File: src/rtl/ip_ram_arbiter.sv
// ip_ram_arbiter: two-master front end for the 16 KB internal RAM.
// m0 (cartridge bus bridge) and m1 (DMA/VDP side) share one RAM request bus.
// Reads are tagged in an in-order FIFO so each returning bus_rdata_en pulse is
// routed back to the master that issued it. After reset the block sits in a
// DRAIN window so responses still in the RAM pipeline are swallowed silently.
//
// Build option: define IP_RAM_ARB_FIXED_PRIORITY_EN for fixed priority (m0
// always wins, m1 may starve). Default build is round-robin.
module ip_ram_arbiter #(
    parameter int MAX_OUTSTANDING = 4,  // tag FIFO depth, power of two, 2..8
    parameter int DRAIN_CYCLES    = 4   // post-reset cycles with no traffic
) (
    input  logic        clk,
    input  logic        reset,

    input  logic [13:0] m0_address,
    input  logic        m0_valid,
    output logic        m0_ready,
    input  logic        m0_write,
    input  logic [7:0]  m0_wdata,
    output logic [7:0]  m0_rdata,
    output logic        m0_rdata_en,

    input  logic [13:0] m1_address,
    input  logic        m1_valid,
    output logic        m1_ready,
    input  logic        m1_write,
    input  logic [7:0]  m1_wdata,
    output logic [7:0]  m1_rdata,
    output logic        m1_rdata_en,

    output logic [13:0] bus_address,
    output logic        bus_valid,
    output logic        bus_write,
    output logic [7:0]  bus_wdata,
    input  logic        bus_ready,
    input  logic [7:0]  bus_rdata,
    input  logic        bus_rdata_en,

    output logic        err_orphan
);

    localparam int PTR_W = (MAX_OUTSTANDING > 1) ? $clog2(MAX_OUTSTANDING) : 1;
    localparam int CNT_W = PTR_W + 1;
    localparam int DRN_W = (DRAIN_CYCLES > 1) ? $clog2(DRAIN_CYCLES) : 1;

    localparam logic [CNT_W-1:0] FIFO_DEPTH = CNT_W'(MAX_OUTSTANDING);
    localparam logic [DRN_W-1:0] DRAIN_LAST = DRN_W'(DRAIN_CYCLES - 1);

    typedef enum logic {
        ST_DRAIN = 1'b0,
        ST_RUN   = 1'b1
    } state_e;

    // Control state
    state_e           state_q, state_d;
    logic [DRN_W-1:0] drain_cnt_q, drain_cnt_d;

    // Read-tag FIFO: one bit per outstanding read, 0 = m0, 1 = m1.
    // Pointers wrap naturally because the depth is a power of two.
    logic             tag_q [MAX_OUTSTANDING];
    logic [PTR_W-1:0] wr_ptr_q, wr_ptr_d;
    logic [PTR_W-1:0] rd_ptr_q, rd_ptr_d;
    logic [CNT_W-1:0] count_q, count_d;

    // Registered response outputs
    logic             m0_rdata_en_q, m0_rdata_en_d;
    logic             m1_rdata_en_q, m1_rdata_en_d;
    logic [7:0]       m0_rdata_q, m0_rdata_d;
    logic [7:0]       m1_rdata_q, m1_rdata_d;
    logic             err_orphan_q, err_orphan_d;

`ifndef IP_RAM_ARB_FIXED_PRIORITY_EN
    // Round-robin pointer: 0 = m0 preferred, 1 = m1 preferred.
    logic             rr_q, rr_d;
`endif

    // Per-cycle arbitration and FIFO control
    logic run;
    logic fifo_full;
    logic fifo_empty;
    logic elig0, elig1;
    logic grant0, grant1;
    logic accept;
    logic push;
    logic pop;
    logic orphan;
    logic head_tag;

    // Reset is folded in so the combinational request outputs read 0 while
    // reset is held, not only from the first reset edge onward.
    assign run        = (state_q == ST_RUN) && !reset;
    assign fifo_full  = (count_q == FIFO_DEPTH);
    assign fifo_empty = (count_q == '0);
    assign head_tag   = tag_q[rd_ptr_q];

    // Drain window sequencing: count down, then open the bus for good.
    always_comb begin
        // NOTE: every signal gets a default before the case so no path
        // leaves it unassigned, which would otherwise infer a latch.
        state_d     = state_q;
        drain_cnt_d = drain_cnt_q;
        case (state_q)
            ST_DRAIN: begin
                if (drain_cnt_q == '0) begin
                    state_d = ST_RUN;
                end else begin
                    drain_cnt_d = drain_cnt_q - 1'b1;
                end
            end
            ST_RUN:   state_d = ST_RUN;
            default:  state_d = ST_DRAIN;
        endcase
    end

    // Arbitration: pick one eligible master and drive the RAM request bus.
    always_comb begin
        // A read needs a free tag slot; the registered count is used, so a
        // pop in this same cycle does not free a slot for a push.
        elig0 = m0_valid && (m0_write || !fifo_full);
        elig1 = m1_valid && (m1_write || !fifo_full);

`ifdef IP_RAM_ARB_FIXED_PRIORITY_EN
        grant0 = run && elig0;
        grant1 = run && elig1 && !elig0;
`else
        grant0 = run && elig0 && (!elig1 || !rr_q);
        grant1 = run && elig1 && (!elig0 ||  rr_q);
`endif

        bus_valid   = 1'b0;
        bus_write   = 1'b0;
        bus_address = '0;
        bus_wdata   = '0;
        if (grant0) begin
            bus_valid   = 1'b1;
            bus_write   = m0_write;
            bus_address = m0_address;
            bus_wdata   = m0_wdata;
        end else if (grant1) begin
            bus_valid   = 1'b1;
            bus_write   = m1_write;
            bus_address = m1_address;
            bus_wdata   = m1_wdata;
        end

        m0_ready = grant0 && bus_ready;
        m1_ready = grant1 && bus_ready;
        accept   = m0_ready || m1_ready;
        push     = accept && !bus_write;
    end

    // Tag FIFO bookkeeping, response routing and orphan detection.
    always_comb begin
        pop    = run && bus_rdata_en && !fifo_empty;
        orphan = run && bus_rdata_en &&  fifo_empty;

        wr_ptr_d = push ? wr_ptr_q + PTR_W'(1) : wr_ptr_q;
        rd_ptr_d = pop  ? rd_ptr_q + PTR_W'(1) : rd_ptr_q;

        case ({push, pop})
            2'b10:   count_d = count_q + CNT_W'(1);
            2'b01:   count_d = count_q - CNT_W'(1);
            default: count_d = count_q;
        endcase

        // Data is forced to zero whenever the strobe for that master is low.
        m0_rdata_en_d = pop && !head_tag;
        m1_rdata_en_d = pop &&  head_tag;
        m0_rdata_d    = m0_rdata_en_d ? bus_rdata : 8'h00;
        m1_rdata_d    = m1_rdata_en_d ? bus_rdata : 8'h00;

        err_orphan_d  = err_orphan_q || orphan;

`ifndef IP_RAM_ARB_FIXED_PRIORITY_EN
        // After an accepted transfer the other master gets preference.
        rr_d = accept ? grant0 : rr_q;
`endif
    end

    // Control and output registers with synchronous reset.
    always_ff @(posedge clk) begin
        // NOTE: sequential state is updated with non-blocking assignments so
        // every flop samples the pre-edge values of the others.
        if (reset) begin
            state_q       <= ST_DRAIN;
            drain_cnt_q   <= DRAIN_LAST;
            wr_ptr_q      <= '0;
            rd_ptr_q      <= '0;
            count_q       <= '0;
            m0_rdata_en_q <= 1'b0;
            m1_rdata_en_q <= 1'b0;
            m0_rdata_q    <= 8'h00;
            m1_rdata_q    <= 8'h00;
            err_orphan_q  <= 1'b0;
`ifndef IP_RAM_ARB_FIXED_PRIORITY_EN
            rr_q          <= 1'b0;
`endif
        end else begin
            state_q       <= state_d;
            drain_cnt_q   <= drain_cnt_d;
            wr_ptr_q      <= wr_ptr_d;
            rd_ptr_q      <= rd_ptr_d;
            count_q       <= count_d;
            m0_rdata_en_q <= m0_rdata_en_d;
            m1_rdata_en_q <= m1_rdata_en_d;
            m0_rdata_q    <= m0_rdata_d;
            m1_rdata_q    <= m1_rdata_d;
            err_orphan_q  <= err_orphan_d;
`ifndef IP_RAM_ARB_FIXED_PRIORITY_EN
            rr_q          <= rr_d;
`endif
        end
    end

    // Tag storage: written on every accepted read.
    always_ff @(posedge clk) begin
        // NOTE: the tag array is deliberately not reset; an entry is only
        // ever read after it has been written, because count_q gates pops.
        if (push) begin
            tag_q[wr_ptr_q] <= grant1;
        end
    end

    assign m0_rdata    = m0_rdata_q;
    assign m1_rdata    = m1_rdata_q;
    assign m0_rdata_en = m0_rdata_en_q;
    assign m1_rdata_en = m1_rdata_en_q;
    assign err_orphan  = err_orphan_q;

endmodule

File: config.mk
export PLATFORM = sky130hd
export DESIGN_NAME = ip_ram_arbiter
export DESIGN_NICKNAME = d
export VERILOG_FILES = /design/src/rtl/ip_ram_arbiter.sv
export SDC_FILE = /design/constraint.sdc
export NUM_CORES = 1
export LEC_CHECK = 0
export ABC_CLOCK_PERIOD_IN_PS = 4400
export CORE_ASPECT_RATIO = 0.6
export CORE_MARGIN = 4
export CORE_UTILIZATION = 45
export DETAILED_ROUTE_END_ITERATION = 6
export DONT_BUFFER_PORTS = 1
export PLACE_DENSITY_LB_ADDON = 0.1
export SETUP_SLACK_MARGIN = 0.15
export SYNTH_ARGS = -nofsm -noshare
export SYNTH_HDL_FRONTEND = slang
export SYNTH_SLANG_ARGS = --single-unit
File: constraint.sdc
create_clock -name clk -period 4.4 [get_ports clk]
set_clock_uncertainty 0.1 [all_clocks]
set_input_delay 0.88 -clock clk [delete_from_list [all_inputs] [get_ports clk]]
set_output_delay 0.88 -clock clk [all_outputs]
set_load 0.05 [all_outputs]
# Word level (Yosys, flattened, before mapping)
# Memories as Yosys holds them, arrays and structs flattened. A register that Yosys moved wholly into a read port is not among the register bits.
# Cells that the tools add are included.
# Widths: inputs -> output; s select.
[word_totals]
mem_bits_rw = 4
output_inout_bits = 45
memories = 1
regBits = 30
[op_classes]
mux = 15
add_sub_neg = 5
bitwise = 4
n_eq_ne = 3
reduce_logical = 35
[memory_table]
columns = ["memory", "words", "word_bits", "read_ports", "rd_ports_with_merged_regs", "write_ports", "line", "rtl"]
rows = [
  ["tag_q", 4, 1, 1, 1, 1, "61", "logic tag_q [MAX_OUTSTANDING];"],
]
[ops]
columns = ["cell", "n"]
rows = [
  ["$mux 14", 2],
  ["$mux 8", 2],
  ["$logic_and 1x1->1", 15],
  ["$logic_not 1->1", 8],
  ["$mux 1", 7],
  ["$logic_or 1x1->1", 6],
  ["$pmux 3 s2", 1],
  ["$add 2x1->2 const B", 2],
  ["$mux 2", 2],
  ["$not 1->1", 4],
  ["$reduce_or 2->1", 2],
  ["$add 3x1->3 const B", 1],
  ["$eq 3x3->1 const B", 1],
  ["$logic_not 3->1", 1],
  ["$sub 3x1->3 const B", 1],
  ["$eq 2x1->1 const B", 1],
  ["$eq 2x2->1 const B", 1],
  ["$logic_not 2->1", 1],
  ["$pmux 1 s2", 1],
  ["$reduce_and 2->1", 1],
  ["$reduce_bool 2->1", 1],
  ["$sub 2x1->2 const B", 1],
]

# Longest topological paths before layout
# Gate-level depths: netlist of run 1.
[depth]
ltp_word = 13
mapped_depth = 12
ltp_nobuf = 11

# Least setup slack after synthesis of run 1
# OpenSTA, ideal clock, no wires.
[synth_path]
path_type = "in2out"
from = "input port reset"
to = "output port bus_write"
t_required_ns = 3.420
arrival_ns = 3.352
path_stages = 4
path_slack_ns = 0.068
cell_sequence = "clkbuf_1 -> nand2b_1 -> a21oi_1 -> a21boi_0"
[synth_between]
elab_chain_len = 6
word_cells_on_any_way = 8
cone_classes = "2 x mux; 6 x reduce/logical"
[synth_lines]
columns = ["element", "line", "rtl"]
rows = [
  ["from (decl)", "14", "input logic reset,"],
  ["$logic_not 1->1 (*)", "92", "assign run = (state_q == ST_RUN) && !reset;"],
  ["$logic_and 1x1->1 (*)", "92", ""],
  ["$logic_and 1x1->1 (2 in series)", "128", "grant1 = run && elig1 && (!elig0 || rr_q);"],
  ["$mux 1", "140", "end else if (grant1) begin"],
  ["$mux 1 (*)", "135", "if (grant0) begin"],
  ["to (decl)", "34", "output logic bus_write,"],
]
# Every way passes the cells marked *; elsewhere a longest branch is shown, timed or not.

# Worst setup path in the final report of run 1
[layout_path]
from = "input port m0_write"
to = "output port bus_address[4]"
[layout_between]
elab_chain_len = 7
word_cells_on_any_way = 9
cone_classes = "2 x mux; 7 x reduce/logical"
[layout_lines]
columns = ["element", "line", "rtl"]
rows = [
  ["from (decl)", "19", "input logic m0_write,"],
  ["$logic_or 1x1->1 (*)", "120", "elig0 = m0_valid && (m0_write || !fifo_full);"],
  ["$logic_and 1x1->1 (*)", "120", ""],
  ["$logic_not 1->1", "128", ""],
  ["$logic_or 1x1->1", "128", ""],
  ["$logic_and 1x1->1", "128", ""],
  ["$mux 14", "140", ""],
  ["$mux 14 (*)", "135", ""],
  ["to (decl)", "32", "output logic [13:0] bus_address,"],
]
# Marked as above.

==> run metrics, run 1 <==
status completed; total global-route track usage around 15%; core footprint roughly 3300 um^2; Root Driver clkbuf_8; Clock Sinks 36; setup slack at placement 0.756 ns; Num CTS Buffers 5; area of the mapped netlist 1600 um^2; # diodes 0; first-pass GRT wire length 5150 um; dominant cell type by area after synthesis dfxtp_1; Post-synth ARST share 0%; worst flop-to-flop path startpoint count_q[0]; Synth top area share 40.1%; cell count after synthesis 156; Total Power 0.695 mW; worst skew pair latency slightly below 0.3 ns; worst r2r dst count_q[2]; Most used DFF post-synth dfxtp_1; Critical Path AT around 2.7 ns; RSZ-0062 raised after global routing false; crit path cell chain o41ai_2 > o2111a_1 > a22o_1; GRT met3 Usage 8.10%; final setup TNS 0 ns; Synth Register Bits 36; number of buffers and inverters on the critical path 0; largest net degree at the start of global routing 28; vias in the first global route between 1000 and 1500; Compound-Gate Fraction of Synth Area approximately 17%; crit path kind in -> out; Worst path max stage delay 0.79 ns; most frequent cells in the layout dfxtp_1 (32), a22o_1 (22), and2_1 (14), inv_1 (11), nand2_1 (11); Max Clock Freq between 200 and 300 MHz; commonest non-fill, non-tap cell in the layout dfxtp_1; post-layout min period 3.64 ns; crit path launch type primary input; endpoints failing setup 0; dominant combinational cell family by area after synthesis simple AND/OR/NAND/NOR gates; met2 Use GR 21.5%; max_cap viols 0; clock-pin transition on the worst setup and hold timing paths 0.07 ns; Clock Path Buffers 2; Adder-Cell Fraction of Synth Area 5.95%; met1 usage 19.4%; simple-gate portion of the synthesized area 18.8%; final worst slack around 0.76 ns; sequential-to-total area share from yosys stat between 40% and 50%; initial antenna violation count 0; syn_area_per_cell 10.3 um^2; I/O pins about 110; vias after detailed routing 1141; antenna viol nets, final 0; First DRT Iteration DRCs 29; Slew HR 45.4%; hold slack about 0.4 ns; CTS tree done; Final Max Tran Viols 0; number of buffers added on ports 0; Power Dens Cells 399 nW/um^2; layout cells sized above 1 11.3%; CP Max Fanout 27; total grt overflow 0; global routing's busiest layer met2; DIE WIDTH 85.0 um; endpoint type of the worst setup path output port; Die ar. 4600 um^2; slew at the pin closest to its max-slew limit about 0.82 ns; number of synthesized flops with an enable pin 4; mux share of post-synthesis cell area 2.66%; post_cts resized 0; mean routed wirelength per cell 17.4 um; Pleak 0.719 nW; top cells by area, synth dfxtp_1 (40%), a22o_1 (12%), edfxtp_1 (7.5%); Area growth syn-to-layout 8.92%; Die Ht 54.2 um; yosys warns 0; Starting Density just under 50%; Post-CTS Hold Buffers 0; slowest CP cell o2111a_1; gpl congestion 0.676; first-pass iteration count of the detailed router 4; Hold Vio Cnt, Final 0; CP required 3.42 ns; CP top delay family compound AO/OA/AOI/OAI gates; crit path from m0_write; Post-Synth XOR/XNOR Area 2.74%; H-tree depth 2; fin util 52.4%; vias per cell 5.57; Crit path depth 3; period utilisation layout 82.7%; worst r2r path cells 11; synth unique cells 35; setup bufs post-CTS 0; Hold WC Path Type reg -> reg; FF-to-FF setup slack 1.38 ns; drt drc 0; row cnt 16; Final #Nets around 230; VDD IR max 0.000266 V; syn nets 223; Layout fillers 316; Setup crit end bus_address[4]; DP HPWL 2820 um; WL final 3570 um
[sequential cells by signal (all words and copies together) (netlist names), named ones only]
signal	flops
count_q	3
drain_cnt_q	2
err_orphan	1
m0_rdata	8
m0_rdata_en	1
m1_rdata	8
m1_rdata_en	1
rd_ptr_q	2
rr_q	1
state_q	1
tag_q	4
wr_ptr_q	2
[worst register-to-register path: cells and delay by family, from the launching register on]
kind            cells  cell delay, ns
buf+inv             2            0.15
compound gates      1            0.13
fa+ha+maj           2            0.54
flops               1            0.36
simple gates        5            1.52
xor+xnor            1            0.16
[cell families (layout without fill, tap and decap cells)]
kind of cell,after synthesis,after routing
muxes,3,3
adders and majority gates,7,7
buffers and inverters,19,23
xor gates and xnor gates,5,5
DFF,36,36
and+or+nand+nor,53,53
AOI/OAI and AO/OA,33,33
[layer usage]
metal	share of wire (%)	wire (um)	up-vias
li1	-	-	550
met2	48	1710	42
met3	7.3	261	0
met5	0	0	-
met1	45	1600	549
met4	0	0	0
[cells in the mapped netlist (2+ instances only)]
cell type	number
a21oi_1	3
a22o_1	22
and2_1	14
and3_1	8
buf_2	2
clkbuf_1	5
dfxtp_1	32
edfxtp_1	4
ha_1	6
inv_1	11
mux2i_1	2
nand2_1	11
nor2_1	9
nor3_1	2
o21ai_0	2
xnor2_1	2
xor2_1	3
[per-stage QoR]
stage | std cells | instance area (um^2)
after floorplan | 156 | 1600
after detailed placement | 197 | 1650
final | 205 | 1740
after CTS | 205 | 1740
after global placement | 197 | 1650
after global routing | 205 | 1740
[power breakdown]
group	switching (mW)	internal [mW]	total (mW)	leakage, nW
combinational	0.0639	0.0273	0.0912	0.368
sequential	0.0122	0.343	0.356	0.299
clock	0.120	0.128	0.248	0.0516
total	0.196	0.499	0.695	0.719
[layout make-up]
class	instances	area (um^2)	area share [%]
sequential	36	761	43.7
clock inverter	2	13.8	0.790
clock buffer	6	82.6	4.74
inverter	11	41.3	2.37
tap	45	56.3	3.23
multi-input combinational	101	757	43.5
timing repair buffer	4	30.0	1.72
[worst min-delay path by stage]
stage                               from              to  slack [ns]  depth (start not counted)
after floorplan           drain_cnt_q[1]  drain_cnt_q[1]        0.36                          2
after global placement    drain_cnt_q[1]  drain_cnt_q[1]        0.37                          2
after detailed placement  drain_cnt_q[0]  drain_cnt_q[0]        0.39                          2
after CTS                 drain_cnt_q[0]  drain_cnt_q[0]        0.40                          2
after global routing         wr_ptr_q[1]     wr_ptr_q[1]        0.43                          2
final                        wr_ptr_q[1]     wr_ptr_q[1]        0.40                          2
Note: power is estimated with default switching activity, not from simulation.
==> run 2: changes to the inputs <==
- ABC_CLOCK_PERIOD_IN_PS: 4400 -> 3350
- clock period: 4.4 -> 3.35 ns (I/O delays scaled with it)
==> run 2 against run 1 <==
Net effect: critical path depth is 3 higher; via count is 11% higher; setup slack worse by 0.46 ns; largest cell class is now multi-input combinational cells; highest routed layer is now met4; core utilization is 15 points higher; final cell count is 12% higher.
==> run metrics, run 2 (synthesis results as in run 1) <==
crit path kind reg -> out; DP HPWL 3270 um (+16%); period utilisation layout between 90% and 100%; Final #Nets 251 (+11%); RSZ-0062 raised after global routing false; Area growth syn-to-layout 40.6%; total global-route track usage 16.2% (+1.4 points); DIE WIDTH 85.0 um (unchanged); Pleak 0.910 nW (+27%); drt drc 0 (unchanged); slew at the pin closest to its max-slew limit 0.520 ns (-0.299 ns); antenna viol nets, final 0 (unchanged); Cell Area, Placed 2150 um^2 (+31%); H-tree depth 2 (unchanged); crit path launch type flop; Switch Pwr 0.263 mW (+34%); most frequent cells in the layout dfxtp_1 (32), buf_12 (25), a22o_1 (22), and2_1 (14); vias after detailed routing 1262 (+11%); I/O pins 105 (unchanged); Min-Delay Path Depth 1 (-1); max_cap viols 0 (unchanged); initial antenna violation count 0 (unchanged); vias per cell 5.49 (-1.4%); Slew HR 65.3% (+20 points); worst r2r path cells 11 (unchanged); Hold Vio Cnt, Final 0 (unchanged); Starting Density 48.1% (unchanged); # diodes 0 (unchanged); Internal 0.674 mW (+35%); Inst Count DP 222 (+13%); Switching Share 28.0% (-0.17 points); number of buffers added on ports 0 (unchanged); vias in the first global route 1140 (+12%); Setup crit end bus_address[0]; crit path from count_q[0]; final setup TNS 0 ns (unchanged); status completed; WL final 4040 um (+13%); FF-to-FF setup slack 0.38 ns (-1.00 ns); Num CTS Buffers 5 (unchanged); mean routed wirelength per cell 17.6 um (+0.92%); clock-pin transition on the worst setup and hold timing paths 0.07 ns (about the same); core footprint 3320 um^2 (unchanged); total grt overflow 0 (unchanged); Register Area 761 um^2 (unchanged); Hold WC Path Type in -> reg; Total Power 0.937 mW (+35%); Max Clock Freq 328 MHz; CP Max Fanout 23 (-15%); CTS tree done; row cnt 16 (unchanged); final instance area 2250 um^2 (+29%); Clock Sinks 36 (unchanged); First DRT Iteration DRCs 64 (+120%); Die Ht 54.2 um (unchanged); CP required 2.58 ns (-0.84 ns); first-pass GRT wire length 5550 um (+7.6%); Layout fillers 267 (-16%); fin cells 230 (+12%); largest net degree at the start of global routing 25 (-11%); fin util 67.7% (+15 points); worst flop-to-flop path startpoint count_q[0]; commonest non-fill, non-tap cell in the layout dfxtp_1; clock share of power 31.3% (-4.4 points); Power Dens Cells 417 nW/um^2 (+4.5%); Critical Path AT 2.28 ns (-0.38 ns); Clock Path Buffers 2 (unchanged); worst skew pair latency 0.29 ns (about the same); Comb pwr share 18.8% (+5.7 points); worst r2r dst count_q[2]; Die ar. 4600 um^2 (unchanged); gpl congestion 0.764 (+13%); layout cells sized above 1 23.2% (+12 points); setup bufs post-CTS 0 (unchanged); endpoint type of the worst setup path output port; area of the multi-input gates 776 um^2 (+2.5%); first-pass iteration count of the detailed router 4 (unchanged); endpoints failing setup 0 (unchanged); VDD IR max 0.000334 V (+26%); Root Driver clkbuf_8; post-layout min period 3.05 ns; sequential power share 49.9% (-1.3 points); Final Max Tran Viols 0 (unchanged)
run 2: worst min path at each step:
| stage | from | end |
|---|---|---|
| after floorplan | drain_cnt_q[1] | drain_cnt_q[1] |
| after global placement | drain_cnt_q[1] | drain_cnt_q[1] |
| after detailed placement | drain_cnt_q[1] | drain_cnt_q[1] |
| after CTS | reset | count_q[1] |
| after global routing | reset | count_q[2] |
| final | reset | rd_ptr_q[0] |
run 2: what timing repair did:
item / CTS / global route
hold buffers: 0 / 0
resized for setup: 0 / 1
setup endpoints to repair: 0 / 1
run 2: final cells by class:
| cell class | instances | share of cell area [%] |
|---|---|---|
| clock buffer | 6 | 3.23 |
| clock inverter | 2 | 0.501 |
| inverter | 11 | 1.84 |
| multi-input combinational | 101 | 34.5 |
| sequential | 36 | 33.8 |
| tap | 45 | 2.50 |
| timing repair buffer | 29 | 23.6 |
run 2: power by group through the flow:
stage / clock [mW] / sequential, mW / combinational (mW)
finish: 0.293 / 0.467 / 0.176
global route: 0.326 / 0.469 / 0.189
CTS: 0.302 / 0.467 / 0.175
detailed placement: 0 / 0.477 / 0.174
global placement: 0 / 0.476 / 0.168
floorplan: 0 / 0.474 / 0.110
run 2: routing by layer:
layer / GRT usage (%) / wire length, um / vias up / part of all wire (%)
li1: - / - / 600 / -
met1: 19.8 / 1610 / 608 / 40
met2: 25.4 / 2090 / 48 / 52
met5: 0 / 0 / - / 0
met3: 6.57 / 281 / 6 / 7.0
met4: 7.37 / 55 / 0 / 1.4
run 2: critical path: stages (launching register included):
cell      delay [ns]
dfxtp_1         0.38
or4b_4          0.57
and2_0          0.17
o2111a_1        0.23
buf_12          0.20
a22o_1          0.28
buf_12          0.16
run 2: metrics by stage:
stage	setup slack, ns	hold slack (ns)
6_report	0.301	0.353
5_1_grt	0.205	0.335
3_5_place_dp	0.167	0.389
3_3_place_gp	0.262	0.374
2_1_floorplan	0.167	0.360
4_1_cts	0.261	0.342
